==> config.mk <==
export PLATFORM = sky130hd
export DESIGN_NAME = alu_writeback_stage
export DESIGN_NICKNAME = d
export VERILOG_FILES = /design/src/rtl/alu_writeback_stage.sv
export SDC_FILE = /design/constraint.sdc
export NUM_CORES = 1
export LEC_CHECK = 0
export CAP_MARGIN = 15
export CORE_MARGIN = 10
export CORE_UTILIZATION = 45
export DETAILED_ROUTE_END_ITERATION = 8
export PLACE_DENSITY = 0.89
export SYNTH_ARGS = -nofsm -noshare
export SYNTH_HDL_FRONTEND = slang
export SYNTH_SLANG_ARGS = --single-unit
==> constraint.sdc <==
create_clock -name clk -period 2.2 [get_ports clk]
set_clock_uncertainty 0.05 [all_clocks]
set_input_delay 0.33 -clock clk [delete_from_list [all_inputs] [get_ports clk]]
set_output_delay 0.33 -clock clk [all_outputs]
set_load 0.02 [all_outputs]
==> src/rtl/alu_writeback_stage.sv <==
// Writeback stage behind the 9-bit ALU: commits results and flags, pulses branches,
// and runs LW/SW through a req/ack data-memory port with a timeout abort.
module alu_writeback_stage #(
    parameter int reg_width   = 9,
    parameter int op_width    = 3,
    parameter int addr_width  = 3,
    parameter int mem_timeout = 15
) (
    input  logic                  clk,
    input  logic                  rst_n,
    input  logic                  in_valid,
    output logic                  in_ready,
    input  logic [op_width-1:0]   in_op,
    input  logic [reg_width-1:0]  in_res,
    input  logic [reg_width-1:0]  in_car,
    input  logic                  in_zero,
    input  logic                  in_jump,
    input  logic [addr_width-1:0] in_rd,
    input  logic                  in_load,
    input  logic [reg_width-1:0]  in_wdata,
    output logic                  mem_req,
    output logic                  mem_we,
    output logic [reg_width-1:0]  mem_addr,
    output logic [reg_width-1:0]  mem_wdata,
    input  logic                  mem_ack,
    input  logic [reg_width-1:0]  mem_rdata,
    output logic                  wb_en,
    output logic [addr_width-1:0] wb_addr,
    output logic [reg_width-1:0]  wb_data,
    output logic [reg_width-1:0]  flag_car,
    output logic                  flag_zero,
    output logic                  br_taken,
    output logic                  mem_err,
    output logic [15:0]           retire_cnt
);

    localparam logic [op_width-1:0] OP_CAR = op_width'(2);
    localparam logic [op_width-1:0] OP_BR  = op_width'(5);
    localparam logic [op_width-1:0] OP_MEM = op_width'(6);
    localparam logic [7:0]          TMO_LAST = 8'(mem_timeout - 1);

    // Handshake: a transfer moves on a rising edge where in_valid && in_ready;
    // the memory side completes on a rising edge where mem_req && mem_ack.
    typedef enum logic {IDLE, MEM} state_t;
    state_t state, state_nxt;

    logic [7:0]            tmo_cnt;
    logic                  pend_load;
    logic [addr_width-1:0] pend_rd;
    logic                  accept;
    logic                  ack;
    logic                  timeout;

    // Gated by rst_n so in_ready also reads 0 while reset is held.
    assign in_ready = rst_n && (state == IDLE);
    assign mem_req  = (state == MEM);
    assign accept   = in_valid && in_ready;
    assign ack      = (state == MEM) && mem_ack;
    assign timeout  = (state == MEM) && !mem_ack && (tmo_cnt == TMO_LAST);

    always_ff @(posedge clk or negedge rst_n) begin
        if (!rst_n) state <= IDLE;
        else        state <= state_nxt;
    end

    always_comb begin
        state_nxt = state;
        case (state)
            IDLE: if (accept && in_op == OP_MEM) state_nxt = MEM;
            MEM:  if (ack || timeout) state_nxt = IDLE;
            default: state_nxt = IDLE;
        endcase
    end

    always_ff @(posedge clk or negedge rst_n) begin
        if (!rst_n) begin
            wb_en      <= 1'b0;
            wb_addr    <= '0;
            wb_data    <= '0;
            flag_car   <= '0;
            flag_zero  <= 1'b0;
            br_taken   <= 1'b0;
            mem_err    <= 1'b0;
            retire_cnt <= '0;
            mem_we     <= 1'b0;
            mem_addr   <= '0;
            mem_wdata  <= '0;
            tmo_cnt    <= '0;
            pend_load  <= 1'b0;
            pend_rd    <= '0;
        end else begin
            wb_en    <= 1'b0;
            br_taken <= 1'b0;
            if (accept) begin
                if (in_op != OP_MEM) retire_cnt <= retire_cnt + 16'd1;
                if (in_op < OP_BR) begin
                    flag_zero <= in_zero;
                    if (in_op >= OP_CAR) flag_car <= in_car;
                    // Register 0 is never written, and wb_addr/wb_data keep their old value.
                    if (in_rd != '0) begin
                        wb_en   <= 1'b1;
                        wb_addr <= in_rd;
                        wb_data <= in_res;
                    end
                end
                if (in_op == OP_BR) br_taken <= in_jump;
                if (in_op == OP_MEM) begin
                    mem_addr  <= in_res;
                    mem_we    <= ~in_load;
                    mem_wdata <= in_wdata;
                    pend_load <= in_load;
                    pend_rd   <= in_rd;
                    tmo_cnt   <= '0;
                end
            end else if (ack) begin
                retire_cnt <= retire_cnt + 16'd1;
                tmo_cnt    <= '0;
                if (pend_load && pend_rd != '0) begin
                    wb_en   <= 1'b1;
                    wb_addr <= pend_rd;
                    wb_data <= mem_rdata;
                end
            end else if (timeout) begin
                mem_err <= 1'b1;
                tmo_cnt <= '0;
            end else if (state == MEM) begin
                tmo_cnt <= tmo_cnt + 8'd1;
            end
        end
    end

endmodule

==> summary.md <==
| Metric | Value |
|---|---|
| Ports | between 100 and 150 |
| Synth Area in Compound Gates | ~7.0% |
| CTS H-Tree Depth | 3 |
| Worst slew margin | roughly two thirds |
| Simple logic cell fraction of the synthesized area | 13.04% |
| Die Wd | between 100 and 150 um |
| First-pass GRT wire length | 13350 um |
| P&R area growth vs syn | 46.19% |
| Clk slew on worst S/H paths | roughly 80 ps |
| Final hold violation count | 0 |
| Max VDD drop | just under 0.7 mV |
| WL/cell | roughly 17 um |
| CP Max Fanout | 7 |
| Commonest non-fill, non-tap cell in the layout | clkdlybuf4s50_1 |
| Sequential cell area | between 1500 and 2000 um2 |
| TritonRoute pass-1 iters | 4 |
| Core area | 6869 um2 |
| CP startpoint kind | register |
| Worst-margin pin slew | between 500 and 600 ps |
| Number of post-CTS setup repair buffers | 0 |
| Mapped Area | between 3000 and 4000 um2 |
| CP endpoint kind | output pin |
| Setup violators final | 0 |
| Dpl hpwl | between 6000 and 7000 um |
| # rows | 30 |
| Post-synthesis sequential area ratio | around 57% |
| Hold_ws | 6.495 ps |
| Yosys reg bits | 73 |
| RSZ-0062 raised after global routing | false |
| # diodes | 0 |
| Buffers on Ports | 110 |
| Outcome | finished clean |
| Crit path largest cell delay | roughly 600 ps |
| Fin. max-slew vios | 0 |
| # DRC | 0 |
| Hold Crit Class | input port to asynchronous set/reset pin |
| Initial Utilization | 46.65% |
| Die area | about 11000 um2 |
| Clock period minus worst slack | approximately 2000 ps |
| Synth Instances | roughly 260 |
| F_max | around 510 MHz |
| Multiplexer share of the synthesized area | 15.31% |
| Root Driver | clkbuf_8 |
| Final TNS setup | 0 ps |
| Antenna violation net count after detailed routing | 0 |
| Largest net degree at the start of global routing | 42 |
| Synth Warn # | 0 |
| Reg2reg path depth | 4 |
| # fillers | 540 |
| Die H | roughly 100 um |
| CTS Hold Bufs | 0 |
| Clock sinks | 73 |
| Power per Cell Area | ~910 nW/um2 |
| CTS tree | built |
| Reg2Reg Setup Slack | approximately 460 ps |
| CP Cell Sequence | buf_4, nor2b_1, clkdlybuf4s50_1 |
| Routability Congestion | about 0.86 |
| Worst skew pair latency | roughly 330 ps |
| Adder-Cell Fraction of Synth Area | approximately 1.2% |
| Critical Path Slowest Stage Cell | clkdlybuf4s50_1 |
| Commonest cells after routing, fill and taps aside | 109 x clkdlybuf4s50_1, 73 x dfrtp_1, 32 x mux2_2 |
| CTS resizes | 0 |
| Mapped Nets | 313 |
| CP Data Required Time | ~1800 ps |
| Max_cap viols | 0 |
| Cell count along the critical path | 3 |
| Overflow after GRT | 0 |
| Via density | 5.133 |
| CP Data Arrival Time | between 1500 and 2000 ps |
| Nets | 434 |
| Clock Path Buffers | 2 |
| Share of cells above drive strength 1 | about 17% |
| Overall routing resource usage | between 10% and 20% |
| Via count | 2479 |
| Leakage | approximately 2.0 nW |
| Largest family of logic cells by synthesized area | multiplexers |
| Distinct cells, synth | 37 |
| Crit path max-delay family | buffers and inverters |
| Post-Synth XOR/XNOR Area | around 4.1% |
| Total CTS buffers | 9 |
| Area of the multi-input gates | ~1300 um2 |
| Critical path start-end classification | register to output pin |
| Final Cycle Share | between 80% and 90% |
| CP bufs+invs | 2 |
| Vias in the first global route | around 2600 |
| Final wirelength | a little over 8000 um |
| Avg Cell Area, Syn | 12.28 um2 |
| Initial drt markers | 85 |
| Initial antenna violation count | 0 |
per-stage QoR:
stage	power, mW	instance area (um2)	util [%]	setup slack [ps]	cells
finish	4.283	4684	68.20	245.9	483
global route	4.503	4684	68.20	154.7	483
CTS	4.328	4684	68.20	223.1	483
detailed placement	3.167	4464	64.99	83.71	467
global placement	3.132	4464	64.99	149.2	467
floorplan	2.440	3204	-	318.4	261
worst paths after layout:
check / start / to
max: mem_req / in_ready
min: rst_n / flag_car[2]
max reg2reg: retire_cnt[3] / retire_cnt[14]
min reg2reg: retire_cnt[15] / retire_cnt[15]
max in group asynchronous: rst_n / wb_data[6]
min in group clk: retire_cnt[15] / retire_cnt[15]
cells by family after synthesis:
group / Yosys count
XOR/XNOR: 15
flip-flops: 73
multiplexers: 45
buffers and inverters: 14
adder cells (fa/ha/maj): 3
AO/OA/AOI/OAI: 34
AND/OR/NAND/NOR: 77
flip-flops by register name, summed over array words and instances, names as in the netlist:
register,cells
tmo_cnt,8
mem_wdata,9
mem_req,1
flag_zero,1
wb_en,1
wb_data,9
mem_err,1
retire_cnt,16
wb_addr,3
pend_load,1
br_taken,1
mem_addr,9
mem_we,1
pend_rd,3
flag_car,9
worst register-to-register path: stages, from the launching register on:
cell and delay, ps:
dfrtp_1 430, and3_1 260, nand4_1 300, nor4b_1 450, xor2_1 180
area by class of cell:
cell class	instances	area share, %
sequential	73	39.00
multi-input combinational	174	27.83
timing repair buffer	120	25.59
clock buffer	10	2.724
tap	96	2.564
clock inverter	6	1.976
inverter	4	0.3205
layer usage:
metal	vias up	global-route usage, %	wire length, um
met5	-	0	0
met4	0	4.473	102
met3	9	6.320	716
met2	85	24.89	4161
met1	1219	16.84	3236
li1	1166	-	-
power by group:
part	leakage (nW)	internal, mW	total [mW]	switching [mW]
Combinational	1.03	0.691	1.33	0.638
Clock	0.103	0.643	1.15	0.509
Sequential	0.906	1.60	1.80	0.202
synthesized netlist by cell type (all sizes together):
master	instances	area, um2
dfrtp	73	1827
and4b	1	10.01
nand3	7	35.03
mux2i	13	130.1
o32ai	1	27.53
nor2b	2	12.51
nor4b	1	8.760
nand2b	4	25.02
xor2	10	87.58
nor3	11	55.05
nand3b	1	7.510
nand4	6	37.54
and3b	1	8.760
a31o	1	8.760
nor2	19	87.58
mux2	32	360.4
a21oi	17	85.08
o21a	2	22.52
and3	4	25.02
a21o	1	7.510
nand4b	1	8.760
buf	10	61.30
inv	4	15.01
a31oi	5	31.28
o21bai	1	7.510
nor4	2	27.53
ha	3	37.54
a22o	1	8.760
xnor2	5	43.79
or2	2	12.51
o21ai	5	25.02
nand2	15	56.30
Note: power is estimated with default switching activity, not from simulation.
==> RTL change 1: new RTL, config.mk and constraints unchanged <==
Change the parameter `addr_width` from 3 to 2.
--- a/src/rtl/alu_writeback_stage.sv
+++ b/src/rtl/alu_writeback_stage.sv
@@ -3,7 +3,7 @@
 module alu_writeback_stage #(
     parameter int reg_width   = 9,
     parameter int op_width    = 3,
-    parameter int addr_width  = 3,
+    parameter int addr_width  = 2,
     parameter int mem_timeout = 15
 ) (
     input  logic                  clk,
Ports: changed (resized in_rd and wb_addr); port bits go from 111 to 109. The function was not compared with the original's and may differ.
==> RTL change 1 against the unedited design <==
The flow now finishes with violations (negative hold slack). Design area is 4.0% lower. Total power decreased by 7.4%. Combinational power down 9%. Setup slack better by 0.035 ns. Critical endpoint unchanged. Via count up 0.44%. Sequential cell count decreased by 2. Fmax increased by 1.8%. Routed wire length is 1.8% higher. Sequential share of layout area up 0.50 points. Area after synthesis shrank 4.3%.
==> RTL change 1: results (changes against the unedited design) <==
fill count: 526 (was 540)
Worst R2R Setup Slack: 0.38 ns (was 0.46 ns)
Clock Latency Late Sink: 0.34 ns
Synth Instances: 287 (was 261)
share of the yosys chip area belonging to registers: 57.9% (was 57.0%)
failing checks: negative hold slack
Inst Count DP: 477 (was 467)
Largest Register: retire_cnt (unchanged)
Lkg Pwr: 2.08 nW (was 2.04 nW)
synth unique cells: 42 (was 37)
drt first-iter violations: 57 (was 85)
Synth area leaders: dfrtp_1 58%, nand2_1 9.3%, mux2i_1 3.9%, mux2_2 3.7%, xor2_1 2.6% (was dfrtp_1 57%, mux2_2 11%, mux2i_1 4.1%, xor2_1 2.7%, a21oi_1 2.7%)
Syn. warnings: 0 (unchanged)
vias in the first global route: 2678 (was 2635)
Final #Nets: 460 (was 434)
Placement Cell Area: 0.00429 mm2 (was 0.00446 mm2)
Hold Path Class: input port to asynchronous set/reset pin (unchanged)
Worst path slowest cell: clkdlybuf4s50_1 (unchanged)
async set-reset flop share out of synthesis: 100% (unchanged)
Crit Path Max Fanout: 7 (unchanged)
Root Driver: clkbuf_8 (unchanged)
worst r2r src: tmo_cnt[0] (was retire_cnt[3])
CP arrival: 1.54 ns (was 1.57 ns)
worst vdd rail ir drop: 711 uV (was 681 uV)
Via Count: 2490 (was 2479)
layout cells sized above 1: 10.6% (was 17.1%)
first-pass GRT wire length: 13700 um (was 13400 um)
DPL Wire Length: 6230 um (was 6240 um)
worst r2r path cells: 6 (was 4)
synthesized net count: 338 (was 313)
hold_ws: -0.000520 ns (was 0.00649 ns)
maximum buffer depth of the clock tree: 2 (unchanged)
most common library cells after synthesis: 76 x nand2_1, 71 x dfrtp_1, 19 x nor2_1 (was 73 x dfrtp_1, 32 x mux2_2, 18 x nor2_1)
placer congestion estimate: 0.870 (was 0.857)
IO Port Bufs: 108 (was 110)
max reg flops: 16 (unchanged)
final hold vios: 1 (was 0)
Worst R2R End: tmo_cnt[4] (was retire_cnt[14])
final wirelength: 8370 um (was 8220 um)
outcome: finished, violations left (was finished, final reports clean)
DR WL/cell: 16.9 um (was 17.0 um)
Worst slew margin: 62.1% (was 66.0%)
max incr delay on CP: 0.61 ns (about the same)
GRT Total Usage: 16.5% (was 14.9%)
ANT cells: 0 (unchanged)
largest net degree at the start of global routing: 40 (was 42)
[RTL change 1: how the worst max path moves through the flow]
stage | cells past startpoint | slack [ns] | end | from
3_5_place_dp | 5 | 0.06 | flag_car[4] | in_op[1]
4_1_cts | 6 | 0.23 | tmo_cnt[5] | tmo_cnt[0]
2_1_floorplan | 4 | 0.39 | flag_car[0] | mem_req
6_report | 2 | 0.28 | in_ready | mem_req
5_1_grt | 6 | 0.14 | tmo_cnt[4] | tmo_cnt[0]
3_3_place_gp | 5 | 0.09 | flag_car[4] | in_valid
[RTL change 1: area by class of cell]
class / count / area [um2] / area share [%]
Clock buffer: 10 / 128 / 2.84
Clock inverter: 6 / 61.3 / 1.36
Inverter: 2 / 7.51 / 0.167
Multi-Input combinational cell: 206 / 1250 / 27.8
Sequential cell: 71 / 1780 / 39.5
Tap cell: 80 / 100 / 2.23
Timing Repair Buffer: 119 / 1180 / 26.1
[RTL change 1: logic make-up (layout without fill, tap and decap cells)]
kind of cell	count (synthesis)	count (layout)	synth area share (%)
compound gates	34	34	7.18
xor+xnor	15	15	4.28
fa+ha+maj	3	3	1.22
buf+inv	10	137	1.59
flops	71	71	57.9
mux	22	22	7.59
simple gates	132	132	20.2
[RTL change 1: timing repair]
item	CTS	global route
endpoints found under the setup margin	0	2
gates resized for setup	0	1
hold buffers	1	0
hold endpoints to repair	5	0
[RTL change 1: report_power, final]
group | internal, mW | switching (mW) | total, mW
Sequential | 1.54 | 0.185 | 1.73
Clock | 0.520 | 0.505 | 1.02
Combinational | 0.613 | 0.600 | 1.21
Total | 2.68 | 1.29 | 3.97
[RTL change 1: layer usage]
layer  up-vias  global-route usage (%)  share of wire (%)
met2        76                    26.6                 49
li1       1231                       -                  -
met3         8                    6.03                8.7
met5         -                       0                  0
met4         0                    6.29                1.3
met1      1175                    19.7                 41
[RTL change 1: critical path: cells and delay by family (launching register included)]
family,cells,cell delay (ns)
flip-flops,1,0.46
buffers and inverters,1,0.61
AND/OR/NAND/NOR,1,0.13
[RTL change 1: stage by stage]
step,utilization [%],setup slack (ns)
global placement,63.9,0.0905
detailed placement,63.9,0.0560
finish,66.9,0.281
floorplan,-,0.393
CTS,66.9,0.227
global route,66.9,0.138
==> RTL change 2: new RTL, same flow settings <==
Without the edit above. Register the output `flag_car` once more, cleared by the reset; this adds one clock of latency there. The other outputs are not delayed to match.
--- a/src/rtl/alu_writeback_stage.sv
+++ b/src/rtl/alu_writeback_stage.sv
@@ -42,6 +42,8 @@
     // Handshake: a transfer moves on a rising edge where in_valid && in_ready;
     // the memory side completes on a rising edge where mem_req && mem_ack.
     typedef enum logic {IDLE, MEM} state_t;
+
+    logic [reg_width-1:0] flag_car_s0;
     state_t state, state_nxt;
 
     logic [7:0]            tmo_cnt;
@@ -77,7 +79,7 @@
             wb_en      <= 1'b0;
             wb_addr    <= '0;
             wb_data    <= '0;
-            flag_car   <= '0;
+            flag_car_s0 <= '0;
             flag_zero  <= 1'b0;
             br_taken   <= 1'b0;
             mem_err    <= 1'b0;
@@ -95,7 +97,7 @@
                 if (in_op != OP_MEM) retire_cnt <= retire_cnt + 16'd1;
                 if (in_op < OP_BR) begin
                     flag_zero <= in_zero;
-                    if (in_op >= OP_CAR) flag_car <= in_car;
+                    if (in_op >= OP_CAR) flag_car_s0 <= in_car;
                     // Register 0 is never written, and wb_addr/wb_data keep their old value.
                     if (in_rd != '0) begin
                         wb_en   <= 1'b1;
@@ -129,5 +131,13 @@
         end
     end
 
+    always_ff @(posedge clk or negedge rst_n) begin
+        if (!rst_n) begin
+            flag_car <= '0;
+        end else begin
+            flag_car <= flag_car_s0;
+        end
+    end
+
 endmodule
 
Formal check against the unedited RTL: not equivalent (Yosys sat finds a counterexample within 4 cycles, from zero or initial values and one cycle with rst_n low).
==> RTL change 2 against the unedited design <==
Design area grew 4.8%. Setup slack lost 0.19 ns. Sequential cell count grew 9. Largest cell class unchanged. Area after synthesis grew 7.0%. Routed wire length grew 4.4%. Combinational power shrank 6%. Critical endpoint unchanged. Final cell count grew 11%. Total power grew 3.5%.
==> RTL change 2: results (changes against the unedited design) <==
Clock Power: 1.19 mW (was 1.15 mW)
first-pass GRT wire length: 14000 um (was 13400 um)
slew at the pin closest to its max-slew limit: 0.740 ns (was 0.510 ns)
GRT Total Usage: 15.0% (was 14.9%)
placer congestion estimate: 0.824 (was 0.857)
Crit Path Max Fanout: 5 (was 7)
GR Util met2: 25.4% (was 24.9%)
worst vdd rail ir drop: 797 uV (was 681 uV)
Hold Path Class: register to register (was input port to asynchronous set/reset pin)
Lkg Pwr: 2.24 nW (was 2.04 nW)
PwrDens: 903 mW/mm2 (was 914 mW/mm2)
synth unique cells: 43 (was 37)
largest net degree at the start of global routing: 63 (was 42)
sequential power share: 45.0% (was 42.1%)
fill count: 547 (was 540)
Synth area leaders: dfrtp_1 60%, nand2_1 8.5%, mux2i_1 3.8%, mux2_2 3.3%, a21oi_1 2.2% (was dfrtp_1 57%, mux2_2 11%, mux2i_1 4.1%, xor2_1 2.7%, a21oi_1 2.7%)
synthesized net count: 361 (was 313)
CP arrival: 1.76 ns (was 1.57 ns)
switching power: 1.37 mW (was 1.35 mW)
GRT met3 Usage: 6.35% (was 6.32%)
share of the yosys chip area belonging to registers: 59.9% (was 57.0%)
First-pass DRT Iterations: 4 (unchanged)
outcome: finished, final reports clean (unchanged)
DR WL/cell: 16.1 um (was 17.0 um)
layout cells sized above 1: 10.1% (was 17.1%)
hold_ws: 0.330 ns (was 0.00649 ns)
worst r2r src: mem_req (was retire_cnt[3])
Final #Nets: 482 (was 434)
GR Layer Usage met1: 16.1% (was 16.8%)
met2 wire length: 4320 um (was 4160 um)
vias per std cell: 5.09 (was 5.13)
-- RTL change 2: cell count changes after synthesis, sizes merged, moves of 4 or more --
cell    delta
mux2      -22
buf        -4
nand2     +63
dfrtp      +9
nor3       -6
clkbuf     +4
-- RTL change 2: repair_timing --
item,CTS,global route
buffers inserted,0,0
hold endpoints to repair,20,0
hold buffers,1,0
-- RTL change 2: how the worst max path moves through the flow --
stage / from / end / slack [ns]
final: rst_n / in_ready / 0.06
after global routing: rst_n / in_ready / 0.008
after CTS: rst_n / in_ready / 0.04
after detailed placement: in_op[1] / flag_car_s0[8] / 0.07
after global placement: in_op[1] / flag_car_s0[5] / 0.12
after floorplan: mem_req / flag_car_s0[0] / 0.36
-- RTL change 2: layout make-up --
class	count	area (um2)	share of cell area (%)
Sequential cell	82	2050	41.8
Multi-Input combinational cell	213	1310	26.6
Timing Repair Buffer	120	1190	24.2
Clock buffer	9	124	2.52
Tap cell	99	124	2.52
Clock inverter	7	100	2.04
Inverter	4	15.0	0.306
-- RTL change 2: metrics by stage --
step | area, um2 | cells | utilization (%) | worst slack (ns)
floorplan | 3430 | 309 | - | 0.358
finish | 4910 | 534 | 67.0 | 0.0560
global placement | 4670 | 517 | 63.8 | 0.120
global route | 4910 | 534 | 67.0 | 0.00790
detailed placement | 4670 | 517 | 63.8 | 0.0741
CTS | 4910 | 534 | 67.0 | 0.0426
-- RTL change 2: kinds of logic after synthesis --
logic type                 after synthesis  synth area share, %
and+or+nand+nor                        139                 19.4
DFF                                     82                 59.9
AOI/OAI and AO/OA                       33                 6.64
muxes                                   23                 7.08
xor gates and xnor gates                15                 3.83
buffers and inverters                   14                 2.12
adders and majority gates                3                 1.10
